==> config.mk <==
export PLATFORM = sky130hd
export DESIGN_NAME = kb_read_arbiter
export DESIGN_NICKNAME = d
export VERILOG_FILES = /design/src/rtl/kb_read_arbiter.sv
export SDC_FILE = /design/constraint.sdc
export NUM_CORES = 1
export LEC_CHECK = 0
export BUFFER_PORTS_ARGS = -buffer_cell sky130_fd_sc_hd__buf_2
export CAP_MARGIN = 5
export CORE_MARGIN = 8
export CORE_UTILIZATION = 55
export DETAILED_ROUTE_END_ITERATION = 10
export PLACE_DENSITY = 0.86
export REMOVE_ABC_BUFFERS = 1
export SLEW_MARGIN = 20
export SYNTH_ARGS = -nofsm -noshare
export SYNTH_HDL_FRONTEND = slang
export SYNTH_SLANG_ARGS = --single-unit
==> constraint.sdc <==
create_clock -name clk -period 2.6 [get_ports clk]
set_clock_uncertainty 0.1 [all_clocks]
set_input_delay 0.13 -clock clk [delete_from_list [all_inputs] [get_ports clk]]
set_output_delay 0.13 -clock clk [all_outputs]
set_load 0.005 [all_outputs]
==> src/rtl/kb_read_arbiter.sv <==
// kb_read_arbiter: shares the keyboard character buffer between the CPU
// I/O port and the terminal echo unit, and serializes buffer flushes.
//
// Ports:
//   clk, reset          rising-edge clock, async active-high reset
//   cpu_req/ack/data/empty    CPU read channel (level req, 1-cycle ack)
//   echo_req/ack/data/empty   echo unit read channel (same protocol)
//   clear_req/clear_done      flush request pulse / completion pulse
//   overflow            sticky copy of buf_full, cleared by a flush
//   KB_status, KB_data  buffer non-empty flag and head character
//   buf_full            buffer full flag
//   KB_read_en          one-cycle pop strobe
//   KB_clear            flush strobe, held CLEAR_CYCLES cycles
module kb_read_arbiter #(
    parameter int DATA_W        = 7,
    parameter int SETTLE_CYCLES = 2,
    parameter int CLEAR_CYCLES  = 4
) (
    input  logic              clk,
    input  logic              reset,
    input  logic              cpu_req,
    output logic              cpu_ack,
    output logic [DATA_W-1:0] cpu_data,
    output logic              cpu_empty,
    input  logic              echo_req,
    output logic              echo_ack,
    output logic [DATA_W-1:0] echo_data,
    output logic              echo_empty,
    input  logic              clear_req,
    output logic              clear_done,
    output logic              overflow,
    input  logic              KB_status,
    input  logic [DATA_W-1:0] KB_data,
    input  logic              buf_full,
    output logic              KB_read_en,
    output logic              KB_clear
);

    typedef enum logic [1:0] {
        IDLE,
        RESP,
        SETTLE,
        CLEAR
    } state_t;

    localparam logic GNT_CPU  = 1'b0;
    localparam logic GNT_ECHO = 1'b1;

    // Counters are loaded with N-1 so the state lasts exactly N cycles.
    localparam logic [3:0] SET_LAST = 4'(SETTLE_CYCLES - 1);
    localparam logic [3:0] CLR_LAST = 4'(CLEAR_CYCLES - 1);

    state_t      state;
    logic [3:0]  cnt;
    logic        clear_pend;
    logic        last_grant;
    logic        any_req;
    logic        pick_echo;
    logic [DATA_W-1:0] head;

    // Round-robin: echo wins alone, or on a tie when the CPU went last.
    always_comb begin
        any_req   = cpu_req | echo_req;
        pick_echo = echo_req & (~cpu_req | (last_grant == GNT_CPU));
        head      = KB_status ? KB_data : '0;
    end

    always_ff @(posedge clk or posedge reset) begin
        if (reset) begin
            state      <= IDLE;
            cnt        <= '0;
            clear_pend <= 1'b0;
            last_grant <= GNT_ECHO;
            cpu_ack    <= 1'b0;
            cpu_data   <= '0;
            cpu_empty  <= 1'b0;
            echo_ack   <= 1'b0;
            echo_data  <= '0;
            echo_empty <= 1'b0;
            clear_done <= 1'b0;
            overflow   <= 1'b0;
            KB_read_en <= 1'b0;
            KB_clear   <= 1'b0;
        end else begin
            if (clear_req) begin
                clear_pend <= 1'b1;
            end

            // Completing flush reloads from buf_full so a set wins.
            if (state == CLEAR && cnt == 4'd0) begin
                overflow <= buf_full;
            end else if (buf_full) begin
                overflow <= 1'b1;
            end

            unique case (state)
                IDLE: begin
                    // A clear_req arriving now is folded into this flush.
                    if (clear_pend || clear_req) begin
                        state      <= CLEAR;
                        clear_pend <= 1'b0;
                        KB_clear   <= 1'b1;
                        cnt        <= CLR_LAST;
                        clear_done <= (CLR_LAST == 4'd0);
                    end else if (any_req) begin
                        state      <= RESP;
                        last_grant <= pick_echo;
                        cpu_ack    <= ~pick_echo;
                        echo_ack   <= pick_echo;
                        KB_read_en <= KB_status;
                        cpu_data   <= pick_echo ? '0 : head;
                        echo_data  <= pick_echo ? head : '0;
                        cpu_empty  <= ~pick_echo & ~KB_status;
                        echo_empty <= pick_echo & ~KB_status;
                    end
                end

                RESP: begin
                    cpu_ack    <= 1'b0;
                    echo_ack   <= 1'b0;
                    cpu_data   <= '0;
                    echo_data  <= '0;
                    cpu_empty  <= 1'b0;
                    echo_empty <= 1'b0;
                    KB_read_en <= 1'b0;
                    // KB_read_en still holds the latched hit here.
                    if (KB_read_en) begin
                        state <= SETTLE;
                        cnt   <= SET_LAST;
                    end else begin
                        state <= IDLE;
                    end
                end

                SETTLE: begin
                    if (cnt == 4'd0) begin
                        state <= IDLE;
                    end else begin
                        cnt <= cnt - 4'd1;
                    end
                end

                CLEAR: begin
                    if (cnt == 4'd0) begin
                        state      <= IDLE;
                        KB_clear   <= 1'b0;
                        clear_done <= 1'b0;
                    end else begin
                        cnt        <= cnt - 4'd1;
                        clear_done <= (cnt == 4'd1);
                    end
                end

                default: begin
                    state <= IDLE;
                end
            endcase
        end
    end

endmodule
==> results of run 1 <==
==> kinds of logic after synthesis <==
family,share of synthesized area (%)
compound gates,22.9
fa+ha+maj,5.95
buf+inv,4.42
flops,51.1
mux,1.36
simple gates,14.4
==> what timing repair did <==
item / CTS / global route
endpoints found under the setup margin: 0 / 0
hold buffers: 12 / 0
hold endpoints to repair: 29 / 0
==> synthesized netlist by cell type <==
library cell | n | area (um2)
sky130_fd_sc_hd__nor3b_1 | 1 | 7.51
sky130_fd_sc_hd__dfrtp_1 | 29 | 726
sky130_fd_sc_hd__inv_1 | 6 | 22.5
sky130_fd_sc_hd__nor3_1 | 1 | 5.00
sky130_fd_sc_hd__a31oi_1 | 1 | 6.26
sky130_fd_sc_hd__buf_1 | 1 | 3.75
sky130_fd_sc_hd__dfstp_2 | 1 | 26.3
sky130_fd_sc_hd__nor2_1 | 10 | 37.5
sky130_fd_sc_hd__a21oi_1 | 3 | 15.0
sky130_fd_sc_hd__a21bo_2 | 1 | 10.0
sky130_fd_sc_hd__and4b_4 | 1 | 13.8
sky130_fd_sc_hd__a22o_1 | 3 | 26.3
sky130_fd_sc_hd__o21ai_0 | 7 | 35.0
sky130_fd_sc_hd__nand2_1 | 20 | 75.1
sky130_fd_sc_hd__nand2b_1 | 1 | 6.26
sky130_fd_sc_hd__a2bb2oi_1 | 1 | 8.76
sky130_fd_sc_hd__ha_1 | 7 | 87.6
sky130_fd_sc_hd__clkbuf_1 | 2 | 7.51
sky130_fd_sc_hd__a31oi_4 | 1 | 21.3
sky130_fd_sc_hd__buf_6 | 1 | 11.3
sky130_fd_sc_hd__a32o_2 | 7 | 78.8
sky130_fd_sc_hd__a22oi_1 | 1 | 7.51
sky130_fd_sc_hd__nor2b_1 | 1 | 6.26
sky130_fd_sc_hd__nor2_4 | 1 | 11.3
sky130_fd_sc_hd__a21o_1 | 2 | 15.0
sky130_fd_sc_hd__or2_4 | 1 | 8.76
sky130_fd_sc_hd__a32o_1 | 1 | 10.0
sky130_fd_sc_hd__o31ai_1 | 9 | 67.6
sky130_fd_sc_hd__and2_4 | 1 | 8.76
sky130_fd_sc_hd__and2_0 | 1 | 6.26
sky130_fd_sc_hd__or2_2 | 1 | 6.26
sky130_fd_sc_hd__mux2i_1 | 2 | 20.0
sky130_fd_sc_hd__o41ai_1 | 1 | 8.76
sky130_fd_sc_hd__buf_2 | 4 | 20.0
sky130_fd_sc_hd__nand3_1 | 2 | 10.0
sky130_fd_sc_hd__or3b_1 | 1 | 8.76
sky130_fd_sc_hd__a21o_2 | 1 | 8.76
sky130_fd_sc_hd__o211ai_1 | 1 | 7.51
sky130_fd_sc_hd__a22o_2 | 1 | 10.0
==> tightest hold or removal path, cell delays in order <==
cell and delay (ps):
sky130_fd_sc_hd__buf_2 200, sky130_fd_sc_hd__nand2_1 90, sky130_fd_sc_hd__o31ai_1 60
==> layout make-up <==
cell class	count	share of cell area (%)
Sequential cell	30	41.1
Multi-Input combinational cell	93	35.8
Clock inverter	1	0.273
Inverter	6	1.23
Timing Repair Buffer	48	16.5
Clock buffer	7	3.01
Tap cell	30	2.05
==> sequential cells by signal (all words and copies together), names as in the netlist <==
register,flops
echo_empty,1
echo_data,7
KB_read_en,1
state,2
cnt,4
cpu_data,7
overflow,1
last_grant,1
KB_clear,1
cpu_empty,1
echo_ack,1
clear_done,1
clear_pend,1
cpu_ack,1
==> worst paths after layout <==
path	from	end	slack [ps]	depth (start not counted)
max	state[1]$_DFFE_PP0P_	last_grant$_DFFE_PP1P_	300	6
min	KB_status	echo_data[5]$_DFFE_PP0P_	80	3
max reg2reg	state[1]$_DFFE_PP0P_	last_grant$_DFFE_PP1P_	300	6
min reg2reg	overflow$_DFFE_PP0P_	overflow$_DFFE_PP0P_	390	1
max in group asynchronous	reset	echo_data[6]$_DFFE_PP0P_	1520	4
min in group asynchronous	reset	KB_read_en$_DFFE_PP0P_	270	3
==> metrics by stage <==
| step | worst slack [ps] | instances |
|---|---|---|
| 6_report | 296 | 215 |
| 3_3_place_gp | 662 | 195 |
| 5_1_grt | 96.0 | 215 |
| 4_1_cts | 306 | 215 |
| 3_5_place_dp | 522 | 195 |
| 2_1_floorplan | 811 | 129 |
==> power groups by stage <==
stage                     clock, mW  combinational, mW  sequential [mW]
after floorplan                   0              0.538            0.739
after global placement            0              0.769            0.736
after detailed placement          0              0.811            0.751
after CTS                     0.296              0.840            0.742
after global routing          0.323              0.928            0.766
final                         0.291              0.842            0.744
==> routing by layer <==
layer / vias to the layer above / track usage [%] / routed length, um
met3: 12 / 4.47 / 199
li1: 586 / - / -
met5: - / 0 / 0
met2: 35 / 27.7 / 1670
met4: 0 / 9.40 / 91
met1: 583 / 20.5 / 1540
==> impl_results.md, run 1 <==
* Post-CTS Setup Repair Bufs at 0
* Final-report max-slew violation count at 0
* Cell Area, Placed at 1650 um2
* First-pass DRT Iterations at 4
* Count of vias placed by the detailed router at 1216
* Total of fill cells in the finished design at 170
* Number of instances in the synthesized netlist at 137
* Gate family responsible for the most delay along the worst path: buffers and inverters
* Number of warning messages in the yosys log at 0
* Peak ir drop on the vdd network at 0.605 mV
* Area used by multi-input combinational logic at 656 um2
* Commonest cells after routing, fill and taps aside: sky130_fd_sc_hd__buf_2, sky130_fd_sc_hd__dfrtp_1, sky130_fd_sc_hd__nand2_1
* Switching portion of total power at 40.5%
* Buffers & Inverters on Critical Path at 2
* Final GP Congestion at 0.826
* Total wirelength of the detailed-routed design at 3500 um
* Area of the mapped netlist at 1470 um2
* Setup repair after global routing missed its margin: false
* Largest fanout on the critical path at 12
* Count of inserted antenna diode cells at 0
* Vias in the first global route at 1283
* Detailed-route vias per instance at 5.66
* Antenna violations before repair at 0
* H-tree depth at 2
* Final worst hold slack at 78.4 ps
* Category of the worst setup path capture point: register
* Clock Latency Late Sink at 330 ps
* Height of the chip at 67.7 um
* Core box area at 2500 um2
* Number of failing hold endpoints at the final stage at 0
* Initial core utilization at 58.9%
* Slew at the pin closest to its max-slew limit at 635 ps
* Worst Hold Class: in -> reg
* Kind of start point of the critical path: register
* Syn Area/Cell at 10.7 um2
* Part of the power in the clock network at 15.5%
* Number of buffers inserted by port buffering at 35
* Final TNS setup at 0 ps
* Storage element area at 752 um2
* Share of cells above drive strength 1 at 32.4%
* NetSw at 0.759 mW
* DP HPWL at 2470 um
* Worst-path cell with the longest stage delay: sky130_fd_sc_hd__dlygate4sd3_1
* Total number of placement rows at 18
* Gr ovfl total at 0
* Series of cell instances along the critical path: inv_1, ha_1, and2_0, a21oi_1, a31oi_1, dlygate4sd3_1
* Internal Power at 1.12 mW
* Type of the worst setup path: reg -> reg
* Boundary Pins at 36
* Detail Route Antenna Nets at 0
* All-Layer GR Usage at 17.2%
* Maximum number of buffers from clock root to sink at 2
* Synth Register Bits at 30
* Area growth from synthesis to layout at 24.3%
* Commonest non-fill, non-tap cell in the layout: sky130_fd_sc_hd__buf_2
* CTS tree: built
* Post-route DRC violation count at 0
* Number of instances resized during post-cts repair at 0
* Max-capacitance violation count at 0
* Net count, final at 205
* Clk pin slew, worst setup/hold paths at 90 ps
* Fraction of the cycle the final worst path needs at 88.6%
* Worst endpoint required time at 2780 ps
* Cell variety after synth at 39
* Total power divided by cell area at 1020 nW/um2
* Clk Tree Root Cell: sky130_fd_sc_hd__clkbuf_4
* Horiz. Die Dim at 67.7 um
* Fraction of power consumed by combinational cells at 44.9%
* Endpoints failing setup at 0
* CP peak stage delay at 560 ps
* Arrival time of the worst setup path at 2480 ps
* Wire per inst at 16.3 um
* Pwr Total at 1.88 mW
* Wire length of the first global-routing pass at 5890 um
* Maximum number of pins on one net before global-route repair at 27
* Result of the run: finished clean
* Final cell area excluding filler cells at 1830 um2
* Static leakage power at 0.954 nW
* Post-synthesis sequential area ratio at 51.1%
* CTS sink cnt at 30
* Peak Freq at 434 MHz
* Post-layout utilization of the core at 73.2%
* Reg power frac at 39.6%
* Area of the die at 4590 um2
* Total CTS buffers at 5
* Time the worst path needs with I/O delays and setup at 2300 ps
* Slew HR at 57.7%
* Number of DRC markers in iteration 0 at 66
No activity file was read; power rests on OpenSTA's default activity.
==> inputs of run 2 (changes only) <==
RECOVER_POWER = 50   (was default)
==> run 2 against run 1 <==
- die area stayed put
- cell count is the same
- sequential power hardly changed
- global-route usage is the same
- sequential cell count is the same
- combinational power shrank 2%
- via count increased by 0.16%
- highest routed layer unchanged
==> impl_results.md, run 2 (synthesis results as in run 1) <==
* Share of cells above drive strength 1 at 24.3% (-8.1 points)
* Time the worst path needs with I/O delays and setup at 2310 ps (+1.66 ps)
* Detail Route Antenna Nets at 0 (unchanged)
* Count of inserted antenna diode cells at 0 (unchanged)
* Number of DRC markers in iteration 0 at 50 (-24%)
* Result of the run: finished clean
* First-pass DRT Iterations at 4 (unchanged)
* Post-layout utilization of the core at 72.4% (-0.85 points)
* Antenna violations before repair at 0 (unchanged)
* Worst Hold Class: in -> reg
* Total number of placement rows at 18 (unchanged)
* Core box area at 2500 um2 (unchanged)
* Wire per inst at 16.2 um (-0.29%)
* Final-report max-slew violation count at 0 (unchanged)
* CTS tree: built
* Post-route DRC violation count at 0 (unchanged)
* Slew HR at 41.4% (-16 points)
* Worst endpoint required time at 2770 ps (about the same)
* Setup repair after global routing missed its margin: false
* Wire length of the first global-routing pass at 5890 um (unchanged)
* Final GP Congestion at 0.826 (unchanged)
* Area growth from synthesis to layout at 22.9%
* Net count, final at 205 (unchanged)
* Commonest non-fill, non-tap cell in the layout: sky130_fd_sc_hd__dfrtp_1
* Vias in the first global route at 1283 (unchanged)
* Endpoints failing setup at 0 (unchanged)
* R2R Path Start: state[0]$_DFFE_PP0P_
* Slew at the pin closest to its max-slew limit at 880 ps (+245 ps)
* Peak ir drop on the vdd network at 0.604 mV (-0.18%)
* Final cell area excluding filler cells at 1810 um2 (-1.2%)
* Maximum number of pins on one net before global-route repair at 27 (unchanged)
* Area of the die at 4590 um2 (unchanged)
* All-Layer GR Usage at 17.2% (unchanged)
* Total CTS buffers at 5 (unchanged)
* DP HPWL at 2470 um (unchanged)
* H-tree depth at 2 (unchanged)
* Peak Freq at 434 MHz (about the same)
* Max-capacitance violation count at 0 (unchanged)
* CTS sink cnt at 30 (unchanged)
* Total wirelength of the detailed-routed design at 3490 um (-0.29%)
* Largest regs: cpu_data: 7 flops, echo_data: 7 flops, cnt: 4 flops
* Number of instances resized during post-cts repair at 0 (unchanged)
* Boundary Pins at 36 (unchanged)
* Type of the worst setup path: reg -> reg
* Kind of start point of the critical path: register
* Number of buffers inserted by port buffering at 35 (unchanged)
* Clk Tree Root Cell: sky130_fd_sc_hd__clkbuf_4
* Gr ovfl total at 0 (unchanged)
* Clock Latency Late Sink at 330 ps (about the same)
* Total of fill cells in the finished design at 181 (+6.5%)
* Maximum number of buffers from clock root to sink at 2 (unchanged)
* Category of the worst setup path capture point: register
* Cell Area, Placed at 1650 um2 (unchanged)
* Reg power frac at 40.1% (+0.5 points)
* Source of the critical timing path: state[0]$_DFFE_PP0P_
* Fraction of the cycle the final worst path needs at 88.7% (about the same)
* Horiz. Die Dim at 67.7 um (unchanged)
* Height of the chip at 67.7 um (unchanged)
* Commonest cells after routing, fill and taps aside: sky130_fd_sc_hd__dfrtp_1, sky130_fd_sc_hd__buf_2, sky130_fd_sc_hd__nand2_1
* Register-to-register path setup slack at 290 ps (about the same)
* Initial core utilization at 58.9% (unchanged)
* Fraction of power consumed by combinational cells at 44.5% (-0.4 points)
* Count of vias placed by the detailed router at 1218 (+0.16%)
* Final TNS setup at 0 ps (unchanged)
* Static leakage power at 0.894 nW (-6.3%)
* NetSw at 0.759 mW (about the same)
* Largest fanout on the critical path at 12 (unchanged)
* Detailed-route vias per instance at 5.67 (+0.16%)
* Arrival time of the worst setup path at 2480 ps (about the same)
* Number of failing hold endpoints at the final stage at 0 (unchanged)
* Part of the power in the clock network at 15.5% (about the same)
* Clk pin slew, worst setup/hold paths at 90 ps (about the same)
* Total power divided by cell area at 1030 nW/um2 (+0.31%)
* Origin of the worst min-delay path: KB_status
* Internal Power at 1.10 mW (-1.5%)
* Switching portion of total power at 40.8% (+0.36 points)
[run 2: cell count changes in the layout (fill, tap and decap cells not counted), sizes merged]
cell | previous run | this run
clkbuf | 7 | 22
buf | 36 | 21
[run 2: timing repair]
item	in CTS	in global routing
hold buffers	12	0
endpoints found under the hold margin	29	0
buffers inserted	0	0
[run 2: through the flow]
stage / power (mW) / std cells / worst slack (ps) / hold slack (ps)
floorplan: 1.28 / 129 / 811 / 100
global placement: 1.51 / 195 / 662 / 82.9
detailed placement: 1.56 / 195 / 522 / 87.7
CTS: 1.88 / 215 / 306 / 59.7
global route: 2.00 / 215 / 96.0 / 89.9
finish: 1.86 / 215 / 295 / 86.5
[run 2: area by class of cell]
| cell class | instances | area (um2) | area share, % |
|---|---|---|---|
| timing repair buffer | 48 | 282 | 15.6 |
| inverter | 6 | 22.5 | 1.24 |
| sequential | 30 | 752 | 41.6 |
| multi-input combinational | 93 | 656 | 36.2 |
| tap | 30 | 37.5 | 2.07 |
| clock buffer | 7 | 55.1 | 3.04 |
| clock inverter | 1 | 5.00 | 0.277 |
[run 2: final timing paths]
check	endpoint	depth (start not counted)
min in group asynchronous	clear_pend$_DFF_PP0_	3
max in group asynchronous	echo_data[6]$_DFFE_PP0P_	4
max reg2reg	last_grant$_DFFE_PP1P_	6
max	last_grant$_DFFE_PP1P_	6
min	echo_data[5]$_DFFE_PP0P_	3
min reg2reg	overflow$_DFFE_PP0P_	1
[run 2: routing by layer]
| metal | global-route usage (%) | vias to the layer above | part of all wire [%] |
|---|---|---|---|
| li1 | - | 587 | - |
| met1 | 20.5 | 582 | 43 |
| met2 | 27.7 | 37 | 48 |
| met3 | 4.47 | 12 | 5.9 |
| met4 | 9.40 | 0 | 2.6 |
| met5 | 0 | - | 0 |
[run 2: power by group through the flow]
stage	clock, mW	combinational, mW	sequential [mW]
2_1_floorplan	0	0.538	0.739
3_3_place_gp	0	0.769	0.736
3_5_place_dp	0	0.811	0.751
4_1_cts	0.296	0.840	0.742
5_1_grt	0.323	0.911	0.767
6_report	0.288	0.827	0.745
[run 2: worst max-delay path, stage by stage (launching register included)]
cell	delay, ps
sky130_fd_sc_hd__dfrtp_1	430
sky130_fd_sc_hd__inv_1	120
sky130_fd_sc_hd__ha_1	420
sky130_fd_sc_hd__and2_0	360
sky130_fd_sc_hd__a21oi_1	120
sky130_fd_sc_hd__a31oi_1	140
sky130_fd_sc_hd__dlygate4sd3_1	560
==> inputs of run 3 (changes only) <==
CORE_UTILIZATION = 47   (was 55)
PLACE_DENSITY = 0.78   (was 0.86)
clock period = 2.05 ns   (was 2.6 ns; I/O delays follow)
==> run 3 against run 2 <==
- first-iteration DRC count shrank 8.0%
- combinational power up 33%
- cell area is 2.6% higher
- count of clock-buffer cells in the layout up 1
- worst setup slack worse by 120 ps
- die area increased by 13%
- highest routed layer unchanged
==> impl_results.md, run 3 (synthesis results as in run 1) <==
* R2R Path Start: cnt[0]$_DFFE_PP0P_
* Detail Route Antenna Nets at 0 (unchanged)
* Category of the worst setup path capture point: register
* Largest regs: cpu_data: 7 flops, echo_data: 7 flops, cnt: 4 flops
* Total wirelength of the detailed-routed design at 3460 um (-0.77%)
* Slew HR at 51.1% (+9.7 points)
* Critical register-to-register path endpoint: state[1]$_DFFE_PP0P_
* Endpoints failing setup at 0 (unchanged)
* Peak ir drop on the vdd network at 0.647 mV (+7.2%)
* Switching portion of total power at 39.8% (-1.0 points)
* Cell Area, Placed at 1690 um2 (+2.3%)
* Worst Hold Class: in -> reg
* Post-layout utilization of the core at 61.3% (-11 points)
* Largest fanout on the critical path at 4 (-8)
* Fraction of the cycle the final worst path needs at 91.7% (+3.0 points)
* Wire per inst at 15.0 um (-7.2%)
* Number of buffers inserted by port buffering at 35 (unchanged)
* Final TNS setup at 0 ps (unchanged)
* Total power divided by cell area at 1290 nW/um2 (+26%)
* Boundary Pins at 36 (unchanged)
* Source of the critical timing path: cnt[0]$_DFFE_PP0P_
* Gr ovfl total at 0 (unchanged)
* Share of cells above drive strength 1 at 28.5% (+4.2 points)
* Detailed-route vias per instance at 5.29 (-6.6%)
* Clk Tree Root Cell: sky130_fd_sc_hd__clkbuf_4
* CTS sink cnt at 30 (unchanged)
* Final worst hold slack at 51.3 ps (-35.2 ps)
* Post-route setup slack at 170 ps (-125 ps)
* Clk pin slew, worst setup/hold paths at 90 ps (about the same)
* Antenna violations before repair at 0 (unchanged)
* Part of the power in the clock network at 15.3% (-0.2 points)
* Total CTS buffers at 5 (unchanged)
* Capturing element of the worst setup path: state[1]$_DFFE_PP0P_
* Fraction of power consumed by combinational cells at 45.7% (+1.2 points)
* Max-capacitance violation count at 0 (unchanged)
* First-pass DRT Iterations at 4 (unchanged)
* Post-route DRC violation count at 0 (unchanged)
* Slew at the pin closest to its max-slew limit at 734 ps (-146 ps)
* Commonest non-fill, non-tap cell in the layout: sky130_fd_sc_hd__dfrtp_1
* Kind of start point of the critical path: register
* Count of vias placed by the detailed router at 1217 (-0.082%)
* Vias in the first global route at 1311 (+2.2%)
* Count of inserted antenna diode cells at 0 (unchanged)
* All-Layer GR Usage at 14.6% (-2.6 points)
* Setup repair after global routing missed its margin: false
* Maximum number of pins on one net before global-route repair at 31 (+15%)
* Total number of placement rows at 20 (+2)
* Arrival time of the worst setup path at 2000 ps (-480 ps)
* Height of the chip at 72.0 um (+6.2%)
* NetSw at 0.955 mW (+26%)
* Net count, final at 206 (+0.49%)
* Clock Latency Late Sink at 330 ps (about the same)
* Result of the run: finished clean
* Maximum number of buffers from clock root to sink at 2 (unchanged)
* Reg power frac at 39.0% (-1.1 points)
* Type of the worst setup path: reg -> reg
* Horiz. Die Dim at 72.0 um (+6.2%)
* Path depth of the worst reg2reg path at 6 (unchanged)
* Area of the die at 5180 um2 (+13%)
* Number of DRC markers in iteration 0 at 46 (-8.0%)
* Post-Place Worst Slack at 165 ps (-357 ps)
* Final GP Congestion at 0.839 (+1.5%)
* Initial core utilization at 48.6% (-10 points)
* Core box area at 3030 um2 (+21%)
* Time the worst path needs with I/O delays and setup at 1880 ps (-425 ps)
* Commonest cells after routing, fill and taps aside: sky130_fd_sc_hd__dfrtp_1, sky130_fd_sc_hd__buf_2, sky130_fd_sc_hd__nand2_1
* Number of failing hold endpoints at the final stage at 0 (unchanged)
* Peak Freq at 532 MHz (+23%)
* CTS tree: built
* Worst endpoint required time at 2170 ps (-600 ps)
* Internal Power at 1.44 mW (+31%)
* DP HPWL at 2550 um (+3.4%)
* Area growth from synthesis to layout at 26.0%
* Static leakage power at 0.938 nW (+4.8%)
* Wire length of the first global-routing pass at 5980 um (+1.5%)
* Final cell area excluding filler cells at 1860 um2 (+2.6%)
* Final-report max-slew violation count at 0 (unchanged)
* Register-to-register path setup slack at 170 ps (-120 ps)
* H-tree depth at 2 (unchanged)
## run 3: metrics by stage
stage	power (mW)	instances
6_report	2.40	230
5_1_grt	2.59	230
4_1_cts	2.43	230
3_5_place_dp	2.04	210
3_3_place_gp	1.98	210
2_1_floorplan	1.62	129
## run 3: power by group through the flow
stage / logic, mW / registers [mW] / clock network, mW
after CTS: 1.11 / 0.934 / 0.377
after detailed placement: 1.09 / 0.947 / 0
after global routing: 1.22 / 0.962 / 0.409
after global placement: 1.04 / 0.933 / 0
final: 1.10 / 0.937 / 0.367
after floorplan: 0.683 / 0.938 / 0
## run 3: critical path, stage by stage (launching register included)
cell and delay (ps):
sky130_fd_sc_hd__dfrtp_1 430, sky130_fd_sc_hd__inv_1 130, sky130_fd_sc_hd__ha_1 190, sky130_fd_sc_hd__or3b_1 400
sky130_fd_sc_hd__o21ai_0 170, sky130_fd_sc_hd__o21ai_1 140, sky130_fd_sc_hd__a22o_1 210
## run 3: worst min path at each step
stage          startpoint                  endpoint  slack, ps  cells after the start
4_1_cts         KB_status  echo_data[1]$_DFFE_PP0P_         40                      3
5_1_grt         KB_status  echo_data[5]$_DFFE_PP0P_         50                      3
6_report        KB_status  echo_data[1]$_DFFE_PP0P_         50                      3
2_1_floorplan     cpu_req    last_grant$_DFFE_PP1P_         70                      1
3_3_place_gp        reset      overflow$_DFFE_PP0P_         90                      3
3_5_place_dp        reset      overflow$_DFFE_PP0P_        100                      3
## run 3: layer usage
layer	share of wire, %	wire (um)	GRT usage (%)
met5	0	0	0
met4	1.9	65	6.35
met3	6.4	223	6.61
met2	48	1660	23.8
met1	43	1500	16.0
## run 3: cell type report
class / count / area, um2
clock buffers: 8 / 58.8
fillers: 251 / 1170
inverters: 6 / 22.5
multi-input cells: 93 / 656
flip-flops and latches: 30 / 752
well taps: 44 / 55.1
repair buffers: 49 / 312
## run 3: repair_timing
action | CTS | global route
endpoints found under the setup margin | 0 | 1
hold buffers | 12 | 0
gates resized for setup | 0 | 1
buffers inserted | 0 | 0
endpoints found under the hold margin | 46 | 0
